File: config.mk
export PLATFORM = sky130hd
export DESIGN_NAME = seg_scan
export DESIGN_NICKNAME = d
export VERILOG_FILES = /design/src/rtl/seg_scan.sv
export SDC_FILE = /design/constraint.sdc
export NUM_CORES = 1
export LEC_CHECK = 0
export CORE_UTILIZATION = 45
export CTS_CLUSTER_SIZE = 24
export DETAILED_ROUTE_END_ITERATION = 12
export GPL_TIMING_DRIVEN = 0
export PLACE_DENSITY = 0.66
export SLEW_MARGIN = 40
export SYNTH_ARGS = -nofsm -noshare
export SYNTH_HDL_FRONTEND = slang
export SYNTH_SLANG_ARGS = --single-unit
File: constraint.sdc
create_clock -name clk -period 6.7 [get_ports clk]
set_clock_uncertainty 0.1 [all_clocks]
set_input_delay 2.01 -clock clk [delete_from_list [all_inputs] [get_ports clk]]
set_output_delay 2.01 -clock clk [all_outputs]
set_load 0.05 [all_outputs]
File: src/rtl/seg_scan.sv
// Multiplexed scan driver for a common-anode seven-segment display.
// Holds a small BCD register file and scans one digit per slot, with a blanking gap at each digit change.
module seg_scan #(
    parameter int DIV    = 50000,
    parameter int BLANK  = 16,
    parameter int DIGITS = 8
) (
    input  logic       clk,
    input  logic       reset,
    input  logic [3:0] wr_data,
    input  logic       wr_en,
    input  logic [2:0] wr_addr,
    output logic [7:0] seg,
    output logic [7:0] an,
    output logic [2:0] digit_idx,
    output logic       frame_done
);

    localparam int             CNT_W   = (DIV > 1) ? $clog2(DIV) : 1;
    localparam logic [CNT_W-1:0] CNT_MAX = CNT_W'(DIV - 1);
    localparam logic [2:0]     IDX_MAX = 3'(DIGITS - 1);

    logic [CNT_W-1:0] cnt;
    logic [2:0]       idx;
    logic [3:0]       regs [8];
    logic             blank;

    function automatic logic [7:0] decode(input logic [3:0] v);
        logic [7:0] s;
        case (v)
            4'd0:    s = 8'hC0;
            4'd1:    s = 8'hF9;
            4'd2:    s = 8'hA4;
            4'd3:    s = 8'hB0;
            4'd4:    s = 8'h99;
            4'd5:    s = 8'h92;
            4'd6:    s = 8'h82;
            4'd7:    s = 8'hF8;
            4'd8:    s = 8'h80;
            4'd9:    s = 8'h90;
            default: s = 8'hBF;
        endcase
        return s;
    endfunction

    // NOTE: the register file is only eight 4-bit flops, so it is cleared on reset like
    // ordinary state; a RAM-inferred array would normally be left unreset.
    always_ff @(posedge clk) begin
        if (reset) begin
            for (int i = 0; i < 8; i++) begin
                regs[i] <= 4'd0;
            end
        end else if (wr_en) begin
            regs[wr_addr] <= wr_data;
        end
    end

    // NOTE: sequential state uses non-blocking assignments so every flop samples
    // pre-edge values, independent of statement order.
    always_ff @(posedge clk) begin
        if (reset) begin
            cnt <= '0;
            idx <= 3'd0;
        end else if (cnt == CNT_MAX) begin
            cnt <= '0;
            idx <= (idx == IDX_MAX) ? 3'd0 : idx + 3'd1;
        end else begin
            cnt <= cnt + 1'b1;
        end
    end

    generate
        if (BLANK == 0) begin : g_no_blank
            assign blank = 1'b0;
        end else begin : g_blank
            localparam logic [CNT_W-1:0] BLANK_C = CNT_W'(BLANK);
            assign blank = (cnt < BLANK_C);
        end
    endgenerate

    // Outputs are forced idle while reset is held, so even the first reset cycle is dark.
    // NOTE: every output gets a default before any branch, so no latch can be inferred.
    always_comb begin
        seg        = 8'hFF;
        an         = 8'hFF;
        digit_idx  = 3'd0;
        frame_done = 1'b0;
        if (!reset) begin
            digit_idx  = idx;
            frame_done = (idx == IDX_MAX) && (cnt == CNT_MAX);
            if (!blank) begin
                an  = ~(8'd1 << idx);
                seg = decode(regs[idx]);
            end
        end
    end

endmodule

* Word level (Yosys, flattened, before mapping) *
Memories as Yosys holds them, arrays and structs flattened. A register that Yosys moved wholly into a read port is not among the register bits.
Cells that the tools add are included.

storage, ports and cells
  output and inout bits = 20
  bits in read-only memories = 112
  bits of input ports = 10
  word-level logic and storage cells = 31
  bits in writable memories = 32
  register bits after elaboration = 19
  bits in latches = 0
  memories = 2

memory list
  name              words  width  rd ports  clocked after Yosys merged registers in  write ports  RTL line  source
  (name not given)  16     7      1         0                                        0            30        case (v)
  regs              8      4      1         1                                        8            25        logic [3:0] regs [8];

operators by class
  multiplexer cells = 17
  add/subtract/negate cells = 2
  eq/ne operators = 2
  multiply operators = 0
  shift operators = 1
  order comparisons = 1
  bitwise gates (word level) = 1
  divide/modulo/power cells = 0
  reductions and logical operators = 3

operators by type and width
  operator                                                                       number
  8-bit 2-to-1 mux                                                               4
  16-bit by 1-bit adder with 16-bit output, second input constant                1
  16-bit == test, second input constant                                          1
  16-bit by 5-bit less-than comparator with 1-bit output, second input constant  1
  3-bit 2-to-1 mux                                                               5
  8-bit NOT                                                                      1
  1-bit by 3-bit left shift with 8-bit output, first input constant              1
  1-bit 2-to-1 mux                                                               7
  4-bit 2-to-1 mux                                                               1
  4-bit OR reduction                                                             1
  3-bit by 1-bit adder with 3-bit output, second input constant                  1
  3-bit == test, second input constant                                           1
  2-bit OR reduction                                                             1
  1-bit logical AND                                                              1

* Depth between registers and ports, before layout *
Gate-level depths: netlist of the first run.

  depth in word-level cells = 5
  gate-level depth with buffers = 8

* Worst setup path after synthesis of the first run *
OpenSTA, ideal clock, no wires.

  kind = input port to output port
  from = input port reset
  to = output port frame_done
  data required time = 4.590 ns
  arrival = 3.904 ns
  path buffers = 2
  stages = 3
  setup slack = 0.686 ns
  path through = clkbuf_1 -> clkbuf_1 -> nor4_1

between the ends
  cells in the longest elaborated chain, start to end = 1

RTL lines
  what              RTL line  source
  start, declared   9         input logic reset,
  1-bit 2-to-1 mux  88        if (!reset) begin
  end, declared     16        output logic frame_done

Every way passes these cells.

* Final worst setup path of the first run *
  from = input port reset
  to = output port seg[4]

between the ends
  cells in the longest elaborated chain, start to end = 1

RTL lines
  what              RTL line  source
  8-bit 2-to-1 mux  88
  end, declared     13        output logic [7:0] seg,

Every way passes these cells.

==> Flow_metrics.wiki, run 1 <==
{| class="wikitable"
! Metric !! Value
|-
| Status || complete, no violations
|-
| Placer Congestion || 0.744
|-
| Postcts setup bufs || 0
|-
| Final total power || 0.000596 W
|-
| Setup-violating endpoint count in the final report || 0
|-
| Clock buffers created by TritonCTS || 5
|-
| Cell Pwr Density || 182 mW/mm2
|-
| Number of distinct library cell variants in the gate-level netlist after synthesis || 34
|-
| Row count || 28
|-
| Reg-to-reg critical path startpoint || cnt[10]
|-
| Fraction of the yosys area taken by sequential cells || 49.5%
|-
| Post-route setup TNS || 0 ns
|-
| Crit path required time || 4.59 ns
|-
| Worst-case clock buffer depth || 2
|-
| Max Freq || 163 MHz
|-
| Iteration-0 DRC count of the detailed router || 57
|-
| Setup repair after global routing missed its margin || no
|-
| Leakage power summed over all cells || 1.16 nW
|-
| Count of pins over their slew limit || 0
|-
| Critical Path End Type || primary output
|-
| Count of synthesis-stage warnings from yosys || 0
|-
| Via count of the first global-routing pass || 1825
|-
| Net total in the final layout || 314
|-
| Source-to-sink clock delay at the later pin of the worst-skew pair || 0.29 ns
|-
| Worst r2r path cells || 5
|-
| Largest net degree at the start of global routing || 16
|-
| Remaining global-route overflow || 0
|-
| Final antenna-violating net count || 0
|-
| DPL Wire Length || 4.06 mm
|-
| Most common cell after layout, fill and taps aside || sky130_fd_sc_hd__and2_1
|-
| Maximum single-stage delay on the critical path || 0.82 ns
|-
| Total of flip-flops plus latches after synthesis || 54
|-
| Crit path DAT || 4.02 ns
|-
| Total routed wirelength || 5.16 mm
|-
| Antenna cells || 0
|-
| Most frequent cells in the layout || sky130_fd_sc_hd__and2_1 (37), sky130_fd_sc_hd__edfxtp_1 (32), sky130_fd_sc_hd__clkdlybuf4s50_1 (27)
|-
| Core Area || 0.00599 mm2
|-
| Cell with the biggest individual delay on the critical path || sky130_fd_sc_hd__clkdlybuf4s50_1
|-
| Tot GR Track Use || 17.3%
|-
| Cell count after synthesis || 257
|-
| Total iterations of the first detailed-routing run || 4
|-
| Syn_area_per_cell || 11.0 um2
|-
| Width of the die || 81.3 um
|-
| Area Growth Syn to Fin || 16.0%
|-
| Slack of the worst reg-to-reg path || 4.52 ns
|-
| Launch point of the worst path || reset
|-
| Die H || 81.3 um
|-
| Die ar. || 0.00661 mm2
|-
| Drt wl/cell || 14.1 um
|-
| I/O Pins || 30
|-
| Actual transition at the worst max-transition pin || 0.665 ns
|-
| Initial antenna violation count || 0
|-
| Initial core utilization || 47.2%
|-
| Critical R2R Capture || cnt[6]
|-
| Critical-path cell list || clkbuf_1, inv_1, o41a_2, buf_2, a32oi_1, clkdlybuf4s50_1
|-
| WS Path Type || primary input to primary output
|-
| DRC Markers || 0
|-
| Cts-stage hold buffer count || 0
|-
| Peak supply drop || 0.0943 mV
|-
| Min Clock Period, post-route || 6.13 ns
|-
| PostCTS Resize Cnt || 0
|-
| Critical-path maximum fanout || 10
|-
| Count of buffers from port buffering || 27
|-
| TritonCTS sink count || 54
|-
| CTS tree || yes
|-
| Final period util || 91.5%
|-
| Global-route wire length before repair || 8.55 mm
|-
| Clock transition at the register clock pins on the worst setup and hold paths after CTS || 0.08 ns
|-
| Fraction of final layout cells with drive strength greater than 1 || 10.6%
|-
| Average via count per standard cell || 5.38
|-
| Net count of the mapped netlist || 280
|-
| Critical Path Start Type || primary input
|-
| Total number of H-tree levels || 2
|-
| Cell area after technology mapping || 0.00283 mm2
|-
| Capture point of the worst path || seg[4]
|-
| Vias || 1974
|-
| Worst min-delay path class || register to register
|-
| Max-Slew Margin vs Limit || 55.2%
|-
| Number of failing hold endpoints at the final stage || 0
|-
| Number of maximum-capacitance violations || 0
|-
| Clock tree root driver cell || sky130_fd_sc_hd__clkbuf_8
|}
[stage by stage]
stage          setup WS, ns  util (%)  hold WS (ns)  cells  cell area, um2
5_1_grt               0.464      54.8         0.359    367            3280
2_1_floorplan         0.686         -         0.311    257            2830
3_3_place_gp          0.558      53.3         0.322    359            3190
6_report              0.571      54.8         0.345    367            3280
4_1_cts               0.545      54.8         0.350    367            3280
3_5_place_dp          0.553      53.3         0.334    359            3190
[cell usage after synthesis]
master                     instances  share of area, %
sky130_fd_sc_hd__and2_1           37               8.2
sky130_fd_sc_hd__edfxtp_1         32                34
sky130_fd_sc_hd__dfxtp_1          22                16
sky130_fd_sc_hd__nor2_1           19               2.5
sky130_fd_sc_hd__inv_1            14               1.9
sky130_fd_sc_hd__o21ai_0          14               2.5
sky130_fd_sc_hd__ha_1             13               5.7
sky130_fd_sc_hd__nand2_1          10               1.3
sky130_fd_sc_hd__a21oi_1           9               1.6
sky130_fd_sc_hd__nand3_1           9               1.6
sky130_fd_sc_hd__nand4_1           9               2.0
sky130_fd_sc_hd__mux4_2            8               6.4
sky130_fd_sc_hd__xor2_1            8               2.5
sky130_fd_sc_hd__clkbuf_1          5              0.66
sky130_fd_sc_hd__mux2_2            5               2.0
sky130_fd_sc_hd__or3_1             5               1.1
sky130_fd_sc_hd__a32oi_1           4               1.2
sky130_fd_sc_hd__mux2i_1           4               1.4
sky130_fd_sc_hd__nor3_1            4              0.71
sky130_fd_sc_hd__nor4_1            4              0.88
sky130_fd_sc_hd__or2_2             4              0.88
sky130_fd_sc_hd__and4_1            2              0.62
sky130_fd_sc_hd__buf_2             2              0.35
sky130_fd_sc_hd__nand3b_1          2              0.53
sky130_fd_sc_hd__or4_4             2              0.80
sky130_fd_sc_hd__xnor2_1           2              0.62
sky130_fd_sc_hd__buf_4             1              0.27
sky130_fd_sc_hd__buf_6             1              0.40
sky130_fd_sc_hd__conb_1            1              0.13
sky130_fd_sc_hd__nand2b_1          1              0.22
sky130_fd_sc_hd__nor3b_1           1              0.27
sky130_fd_sc_hd__o21ai_4           1              0.57
sky130_fd_sc_hd__o41a_2            1              0.44
sky130_fd_sc_hd__or4_1             1              0.27
[worst max-delay path: cells and delay by family]
family | cells | cell delay [ns]
compound gates | 2 | 0.42
buf+inv | 4 | 1.58
[worst min path at each step]
stage,startpoint,end,cells after the start
2_1_floorplan,cnt[0],cnt[0],1
3_3_place_gp,cnt[0],cnt[0],1
3_5_place_dp,cnt[0],cnt[0],1
4_1_cts,cnt[0],cnt[0],1
5_1_grt,cnt[0],cnt[0],1
6_report,cnt[0],cnt[0],1
[cell families (layout without fill, tap and decap cells)]
kind of cell	count (synthesis)	in the layout	share of synthesized area, %
AO/OA/AOI/OAI	29	29	6.32
XOR/XNOR	10	10	3.09
adder cells (fa/ha/maj)	13	13	5.75
buffers and inverters	23	58	3.54
flip-flops	54	54	49.5
multiplexers	17	17	9.77
other	1	1	0.132
AND/OR/NAND/NOR	110	110	21.9
[area by class of cell]
cell class                 instances  area [um2]
fill                             549        2710
sequential                        54        1400
multi-input combinational        180        1330
timing repair buffer              27         270
tap                               75        93.8
clock buffer                       8        90.1
inverter                          14        52.6
buffer                             9        47.5
[routing by layer]
layer | track usage (%) | vias to the layer above | part of all wire [%]
met5 | 0 | - | 0
met4 | 6.25 | 0 | 1.0
met1 | 21.3 | 945 | 47
met3 | 3.03 | 4 | 2.9
li1 | - | 986 | -
met2 | 30.1 | 39 | 50
[report_power, final]
group	internal (W)	switching (W)	leakage (nW)
registers	0.000365	0.00000456	0.485
logic	0.0000194	0.0000265	0.628
clock network	0.0000845	0.0000966	0.0455
[sequential cells by signal (all words and copies together), names as in the netlist, named ones only]
register  cells
cnt          16
idx           3
regs         32
No activity file was read; power rests on OpenSTA's default activity.
==> run 2: changes to the inputs <==
--- a/config.mk
+++ b/config.mk
@@ -10,6 +10,7 @@
 export DETAILED_ROUTE_END_ITERATION = 12
 export GPL_TIMING_DRIVEN = 0
 export PLACE_DENSITY = 0.66
+export SETUP_SLACK_MARGIN = 0.2
 export SLEW_MARGIN = 40
 export SYNTH_ARGS = -nofsm -noshare
 export SYNTH_HDL_FRONTEND = slang
==> results of run 2 <==
Final layout, timing and power as in run 1 (identical DEF).
